===== src/rtl/pong_pkg.sv =====
// Shared types and direction encodings for the pong ball datapath.
package pong_pkg;

   typedef enum logic [1:0] {
      ST_IDLE = 2'd0,
      ST_RUN  = 2'd1,
      ST_MISS = 2'd2
   } ball_state_t;

   localparam logic DIR_LEFT  = 1'b0;
   localparam logic DIR_RIGHT = 1'b1;
   localparam logic DIR_UP    = 1'b0;
   localparam logic DIR_DOWN  = 1'b1;

endpackage


===== src/rtl/updown_reg.sv =====
// Loadable up/down register; priority reset > load > inc > dec.
module updown_reg #(
   parameter int unsigned W       = 8,
   parameter logic [W-1:0] RST_VAL = '0
) (
   input  logic         clk,
   input  logic         reset,
   input  logic         load,
   input  logic [W-1:0] load_val,
   input  logic         inc,
   input  logic         dec,
   output logic [W-1:0] q
);

   always_ff @(posedge clk) begin
      if (reset)     q <= RST_VAL;
      else if (load) q <= load_val;
      else if (inc)  q <= q + W'(1);
      else if (dec)  q <= q - W'(1);
   end

endmodule


===== src/rtl/ball_motion_ctrl.sv =====
// Ball motion engine: serve/run/miss FSM, tick-paced stepping, wall and paddle bounces.
// Optional speed ramp on paddle returns when BALL_SPEEDUP_EN is defined.
module ball_motion_ctrl
   import pong_pkg::*;
#(
   parameter int unsigned X_W         = 6,
   parameter int unsigned Y_W         = 5,
   parameter int unsigned X_MIN       = 1,
   parameter int unsigned X_MAX       = 62,
   parameter int unsigned Y_MIN       = 1,
   parameter int unsigned Y_MAX       = 30,
   parameter int unsigned X_START     = 8,
   parameter int unsigned Y_START     = 4,
   parameter int unsigned TICK_W      = 19,
   parameter int unsigned PERIOD_INIT = 3,
   parameter int unsigned PERIOD_MIN  = 1
) (
   input  logic           clk,
   input  logic           reset,
   input  logic           enable,
   input  logic           serve,
   input  logic           hit_left,
   input  logic           hit_right,
   output logic [X_W-1:0] x_pos,
   output logic [Y_W-1:0] y_pos,
   output logic           moving_right,
   output logic           moving_down,
   output logic           step,
   output logic           miss_left,
   output logic           miss_right,
   output logic [1:0]     state
);

   localparam logic [X_W-1:0]    XMIN_V   = X_W'(X_MIN);
   localparam logic [X_W-1:0]    XMAX_V   = X_W'(X_MAX);
   localparam logic [Y_W-1:0]    YMIN_V   = Y_W'(Y_MIN);
   localparam logic [Y_W-1:0]    YMAX_V   = Y_W'(Y_MAX);
   localparam logic [X_W-1:0]    XSTART_V = X_W'(X_START);
   localparam logic [Y_W-1:0]    YSTART_V = Y_W'(Y_START);
   localparam logic [TICK_W-1:0] PINIT_V  = TICK_W'(PERIOD_INIT);

   if (!(PERIOD_MIN >= 1 && PERIOD_MIN <= PERIOD_INIT && PERIOD_INIT < 2**TICK_W)) begin : g_bad_period
      $fatal(1, "ball_motion_ctrl: illegal PERIOD_MIN/PERIOD_INIT/TICK_W");
   end
   if (!(Y_MIN < Y_MAX && Y_MIN <= Y_START && Y_START <= Y_MAX && Y_MAX < 2**Y_W)) begin : g_bad_y
      $fatal(1, "ball_motion_ctrl: illegal Y bounds");
   end
   if (!(X_MIN < X_START && X_START < X_MAX && X_MAX < 2**X_W)) begin : g_bad_x
      $fatal(1, "ball_motion_ctrl: illegal X bounds");
   end

   ball_state_t       r_state, w_state_nxt;
   logic [TICK_W-1:0] r_tick, w_period;
   logic              r_right, r_down, r_step, r_miss_l, r_miss_r;
   logic [X_W-1:0]    w_x;
   logic [Y_W-1:0]    w_y;
   logic              w_step_cyc, w_at_left, w_at_right, w_miss_l, w_miss_r;
   logic              w_move, w_ret, w_serve_ld, w_right_nxt, w_down_nxt;

   // Step decisions are taken on pre-step position and direction.
   always_comb begin
      w_state_nxt = r_state;
      w_serve_ld  = 1'b0;
      w_step_cyc  = (r_state == ST_RUN) && enable && (r_tick == w_period - TICK_W'(1));
      w_at_left   = (r_right == DIR_LEFT)  && (w_x <= XMIN_V);
      w_at_right  = (r_right == DIR_RIGHT) && (w_x >= XMAX_V);
      w_miss_l    = w_step_cyc && w_at_left  && !hit_left;
      w_miss_r    = w_step_cyc && w_at_right && !hit_right;
      w_move      = w_step_cyc && !w_miss_l && !w_miss_r;
      w_ret       = w_move && (w_at_left || w_at_right);
      w_right_nxt = r_right;
      if (w_at_left)       w_right_nxt = DIR_RIGHT;
      else if (w_at_right) w_right_nxt = DIR_LEFT;
      w_down_nxt = r_down;
      if (w_y <= YMIN_V)      w_down_nxt = DIR_DOWN;
      else if (w_y >= YMAX_V) w_down_nxt = DIR_UP;

      case (r_state)
         ST_IDLE, ST_MISS: begin
            if (serve) begin
               w_state_nxt = ST_RUN;
               w_serve_ld  = 1'b1;
            end
         end
         ST_RUN: begin
            if (w_miss_l || w_miss_r) w_state_nxt = ST_MISS;
         end
         default: w_state_nxt = ST_IDLE;
      endcase
   end

   always_ff @(posedge clk) begin
      if (reset) r_state <= ST_IDLE;
      else       r_state <= w_state_nxt;
   end

   always_ff @(posedge clk) begin
      if (reset) begin
         r_tick   <= '0;
         r_right  <= DIR_LEFT;
         r_down   <= DIR_DOWN;
         r_step   <= 1'b0;
         r_miss_l <= 1'b0;
         r_miss_r <= 1'b0;
      end else begin
         r_step   <= w_step_cyc;
         r_miss_l <= w_miss_l;
         r_miss_r <= w_miss_r;
         if (w_serve_ld) begin
            r_tick <= '0;
            r_down <= DIR_DOWN;
         end else if (w_step_cyc) begin
            r_tick <= '0;
            if (w_move) begin
               r_down  <= w_down_nxt;
               r_right <= w_right_nxt;
            end
         end else if (r_state == ST_RUN && enable) begin
            r_tick <= r_tick + TICK_W'(1);
         end
      end
   end

`ifdef BALL_SPEEDUP_EN
   localparam logic [TICK_W-1:0] PMIN_V = TICK_W'(PERIOD_MIN);
   logic [TICK_W-1:0] r_period;

   // Each return shortens the step period down to the floor.
   always_ff @(posedge clk) begin
      if (reset || w_serve_ld)           r_period <= PINIT_V;
      else if (w_ret && r_period > PMIN_V) r_period <= r_period - TICK_W'(1);
   end
   assign w_period = r_period;
`else
   assign w_period = PINIT_V;
`endif

   updown_reg #(.W(X_W), .RST_VAL(XSTART_V)) u_x (
      .clk      (clk),
      .reset    (reset),
      .load     (w_serve_ld),
      .load_val (XSTART_V),
      .inc      (w_move && (w_right_nxt == DIR_RIGHT)),
      .dec      (w_move && (w_right_nxt == DIR_LEFT)),
      .q        (w_x)
   );

   updown_reg #(.W(Y_W), .RST_VAL(YSTART_V)) u_y (
      .clk      (clk),
      .reset    (reset),
      .load     (w_serve_ld),
      .load_val (YSTART_V),
      .inc      (w_move && (w_down_nxt == DIR_DOWN)),
      .dec      (w_move && (w_down_nxt == DIR_UP)),
      .q        (w_y)
   );

   assign x_pos        = w_x;
   assign y_pos        = w_y;
   assign moving_right = r_right;
   assign moving_down  = r_down;
   assign step         = r_step;
   assign miss_left    = r_miss_l;
   assign miss_right   = r_miss_r;
   assign state        = r_state;

endmodule


===== config.mk =====
export PLATFORM = sky130hd
export DESIGN_NAME = ball_motion_ctrl
export DESIGN_NICKNAME = d
export VERILOG_FILES = /design/src/rtl/pong_pkg.sv /design/src/rtl/updown_reg.sv /design/src/rtl/ball_motion_ctrl.sv
export SDC_FILE = /design/constraint.sdc
export NUM_CORES = 1
export LEC_CHECK = 0
export CAP_MARGIN = 40
export CORE_ASPECT_RATIO = 0.8
export CORE_MARGIN = 3
export CORE_UTILIZATION = 55
export DETAILED_ROUTE_END_ITERATION = 8
export PLACE_DENSITY = 0.79
export SYNTH_ARGS = -nofsm -noshare
export SYNTH_HDL_FRONTEND = slang
export SYNTH_SLANG_ARGS = --single-unit

===== constraint.sdc =====
create_clock -name clk -period 2.4 [get_ports clk]
set_input_delay 0.48 -clock clk [delete_from_list [all_inputs] [get_ports clk]]
set_output_delay 0.48 -clock clk [all_outputs]
set_load 0.01 [all_outputs]

==> impl_table.tex <==
\begin{tabular}{lr}
\hline
Metric & Value \\
\hline
\multicolumn{2}{l}{\textbf{Run status}} \\
\quad Result of the run & finished, final reports clean \\
\multicolumn{2}{l}{\textbf{Layout}} \\
\quad Cell area after layout & 0.002404 mm² \\
\quad Final antenna diode count & 0 \\
\quad Final Net Count & 281 \\
\quad Layout Area Growth over Synthesis & 19.17\% \\
\quad Post-layout utilization of the core & $\sim$70\% \\
\quad Layout cells sized above 1 & 10.53\% \\
\quad Most common cell after layout, fill and taps aside & sky130\_fd\_sc\_hd\_\_dfxtp\_1 \\
\quad Most frequent cells in the layout & sky130\_fd\_sc\_hd\_\_dfxtp\_1 (37), sky130\_fd\_sc\_hd\_\_nor2\_1 (33), sky130\_fd\_sc\_hd\_\_clkdlybuf4s50\_1 (23), sky130\_fd\_sc\_hd\_\_xnor2\_1 (16), sky130\_fd\_sc\_hd\_\_nand2\_1 (14) \\
\quad Fin cells & between 300 and 400 \\
\multicolumn{2}{l}{\textbf{Drt}} \\
\quad Number of iterations in the first detailed-routing pass & 5 \\
\quad DRT antenna net count & 0 \\
\quad Post-route DRC violation count & 0 \\
\quad Routed wire length & approximately 4300 µm \\
\quad Via/cell ratio & 5.724 \\
\quad Detailed-route wire length per cell & around 14 µm \\
\quad Via count & between 1,500 and 2,000 \\
\quad Number of violations reported at the end of detailed-routing iteration 0 & 103 \\
\multicolumn{2}{l}{\textbf{Logic synthesis}} \\
\quad Number of different library cells in the post-synthesis netlist & 56 \\
\quad Number of register bits inferred by synthesis & 37 \\
\quad Area share of the leading cell type in the synthesized netlist & 36.72\% \\
\quad Cell type with the largest total area after synthesis & sky130\_fd\_sc\_hd\_\_dfxtp\_1 \\
\quad Mean cell area of the mapped netlist & 8.656 µm² \\
\quad Yosys warning total & 0 \\
\quad Syn Std Cell Area & 0.002017 mm² \\
\quad Net count after synthesis & 249 \\
\quad Cell types with the largest area share after synthesis & sky130\_fd\_sc\_hd\_\_dfxtp\_1 (37\%), sky130\_fd\_sc\_hd\_\_xnor2\_1 (6.9\%), sky130\_fd\_sc\_hd\_\_ha\_1 (6.2\%) \\
\quad Most used flip-flop cell after synthesis & sky130\_fd\_sc\_hd\_\_dfxtp\_1 \\
\quad Async S/R FF share, synth & 0\% \\
\quad Seq/Total Area, Yosys & between 30\% and 40\% \\
\quad Number of standard cells after synthesis & 233 \\
\quad Number of synthesized flops with an enable pin & 0 \\
\multicolumn{2}{l}{\textbf{Global routing}} \\
\quad Number of global-route vias before repair & 1,622 \\
\quad Pin count of the biggest net entering global routing & 20 \\
\quad GRT Util Overall & 21.84\% \\
\quad Total grt overflow & 0 \\
\quad Antenna violations before repair & 0 \\
\quad Wire length of the first global-routing pass & 7431 µm \\
\multicolumn{2}{l}{\textbf{Power and ir drop}} \\
\quad Standby leakage power & 0.8634 nW \\
\quad Total power draw & 1.095 mW \\
\quad Power Dens Cells & 455.6 mW/mm² \\
\quad VDD IR-drop max & 0.3340 mV \\
\multicolumn{2}{l}{\textbf{Clocking}} \\
\quad Post-cts resize count & 0 \\
\quad Deepest clock path buffer count & 2 \\
\quad Post-CTS setup buffers & 0 \\
\quad CTS tree & done \\
\quad Number of sinks driven by the clock tree & 37 \\
\quad Worst-path clk slew & 0.08 ns \\
\quad Clock network latency to the later pin of the worst-skew pair & 0.29 ns \\
\quad Total CTS buffers & 5 \\
\quad Post-CTS Hold Fix Bufs & 0 \\
\quad CTS root buf & sky130\_fd\_sc\_hd\_\_clkbuf\_8 \\
\quad H-tree levels & 2 \\
\multicolumn{2}{l}{\textbf{Floorplan}} \\
\quad Core region area & 0.003471 mm² \\
\quad Effective utilization at floorplan & 58.11\% \\
\quad Die Span Y & 60.17 µm \\
\quad Top-level port count & 24 \\
\quad Die area & 0.004434 mm² \\
\quad Std cell rows & 19 \\
\quad Width of the die & 73.71 µm \\
\multicolumn{2}{l}{\textbf{Critical path}} \\
\quad Highest fanout seen on the critical path & 10 \\
\quad Critical path start-end classification & flip-flop to flip-flop \\
\quad Longest individual stage delay on the worst path & 0.52 ns \\
\quad Worst-path cell with the longest stage delay & sky130\_fd\_sc\_hd\_\_or4\_4 \\
\quad CP most frequent cell & sky130\_fd\_sc\_hd\_\_nor2\_1 \\
\quad Critical Path RT & approximately 2.6 ns \\
\quad Critical path arrival & around 2.3 ns \\
\quad Startpoint type of the worst setup path & flip-flop \\
\quad List of cells traversed by the critical path & inv\_1 -> ha\_1 -> nor2\_1 -> or4\_4 -> nand4\_2 -> nor2\_1 -> a211o\_1 \\
\quad CP Capture Type & flip-flop \\
\multicolumn{2}{l}{\textbf{STA}} \\
\quad Slew Limit Fails & 0 \\
\quad Hold Worst Slack & 0.5336 ns \\
\quad FMAX & between 400 and 500 MHz \\
\quad Pin slew with the least headroom to its limit & 0.6120 ns \\
\quad Worst max-slew margin expressed relative to the limit & 59.05\% \\
\quad Final Hold Viols & 0 \\
\quad Final worst clock skew & 0.007702 ns \\
\quad Period utilization & 86.73\% \\
\quad Unrepaired setup endpoints after global routing & no \\
\quad Setup TNS after final layout & 0 ns \\
\quad Endpoints failing setup & 0 \\
\quad Post-route setup slack & around 0.32 ns \\
\quad Min cycle time layout & 2.081 ns \\
\multicolumn{2}{l}{\textbf{Placement}} \\
\quad Routability-driven placement congestion ratio & $\sim$0.85 \\
\quad HPWL after detailed placement & 3195 µm \\
\quad Port Buffers & 23 \\
\quad Instance area after placement & 0.002321 mm² \\
\quad Worst slack after detailed placement & 0.1880 ns \\
\quad Total instance count after detailed placement & 300 \\
\multicolumn{2}{l}{\textbf{Min path}} \\
\quad Worst hold-check path type & flip-flop to flip-flop \\
\multicolumn{2}{l}{\textbf{Run}} \\
\quad Total of max-cap violations & 0 \\
\hline
\end{tabular}
==> synthesized netlist by cell type (all sizes together) (3+ instances only) <==
cell,number
nor4,6
o211ai,3
nand3,7
o21ai,4
xor2,6
nand4,9
and3,3
inv,9
clkbuf,3
and4,4
a21oi,9
nor3,12
xnor2,16
ha,10
dfxtp,37
mux2i,3
o31ai,4
buf,3
nand2,14
nor2,33
or3,7
==> path summary, 6_finish.rpt <==
| kind | to | slack, ns | start | cells past startpoint |
|---|---|---|---|---|
| hold / removal | u_y.q[4]$_SDFFE_PP0P_ | 0.53 | u_y.q[4]$_SDFFE_PP0P_ | 2 |
| hold reg to reg | u_y.q[4]$_SDFFE_PP0P_ | 0.53 | u_y.q[4]$_SDFFE_PP0P_ | 2 |
| setup / recovery | moving_down$_SDFFE_PP1P_ | 0.32 | u_x.q[1]$_SDFFE_PP0P_ | 7 |
| setup reg to reg | moving_down$_SDFFE_PP1P_ | 0.32 | u_x.q[1]$_SDFFE_PP0P_ | 7 |
==> cell type report <==
type | count | area, µm²
Inverter | 9 | 33.78
Fill cell | 280 | 1067
Tap cell | 42 | 52.55
Clock inverter | 2 | 10.01
Sequential cell | 37 | 740.7
Clock buffer | 6 | 72.57
Timing Repair Buffer | 31 | 290.3
Multi-Input combinational cell | 181 | 1204
==> registers in the layout, indices dropped and copies added, names as in the netlist <==
name          cells
miss_left         1
miss_right        1
moving_down       1
moving_right      1
r_tick           19
state             2
step              1
u_x.q             6
u_y.q             5
==> kinds of logic (layout without fill, tap and decap cells) <==
family,after synthesis,after routing,share of synthesized area [%]
buffers and inverters,15,48,3.598
multiplexers,4,4,2.047
AND/OR/NAND/NOR,109,109,29.34
flip-flops,37,37,36.72
AO/OA/AOI/OAI,36,36,12.53
XOR/XNOR,22,22,9.553
adder cells (fa/ha/maj),10,10,6.203
==> per-layer routing <==
layer / share of wire, % / vias to the layer above / global-route usage [%]
li1: - / 905 / -
met1: 51 / 812 / 30.08
met2: 43 / 42 / 33.08
met3: 4.5 / 4 / 5.378
met4: 1.2 / 0 / 7.752
met5: 0 / - / 0
==> power breakdown <==
group	total (mW)	switching [mW]	internal, mW
clock network	0.415	0.214	0.201
registers	0.622	0.00465	0.617
logic	0.0582	0.0307	0.0275
==> worst max-delay path, delay by kind of cell (launching register included) <==
family | cells | cell delay (ns)
compound gates | 1 | 0.27
simple gates | 4 | 0.91
flops | 1 | 0.41
buf+inv | 1 | 0.14
fa+ha+maj | 1 | 0.22
(Power assumes the default switching activity.)
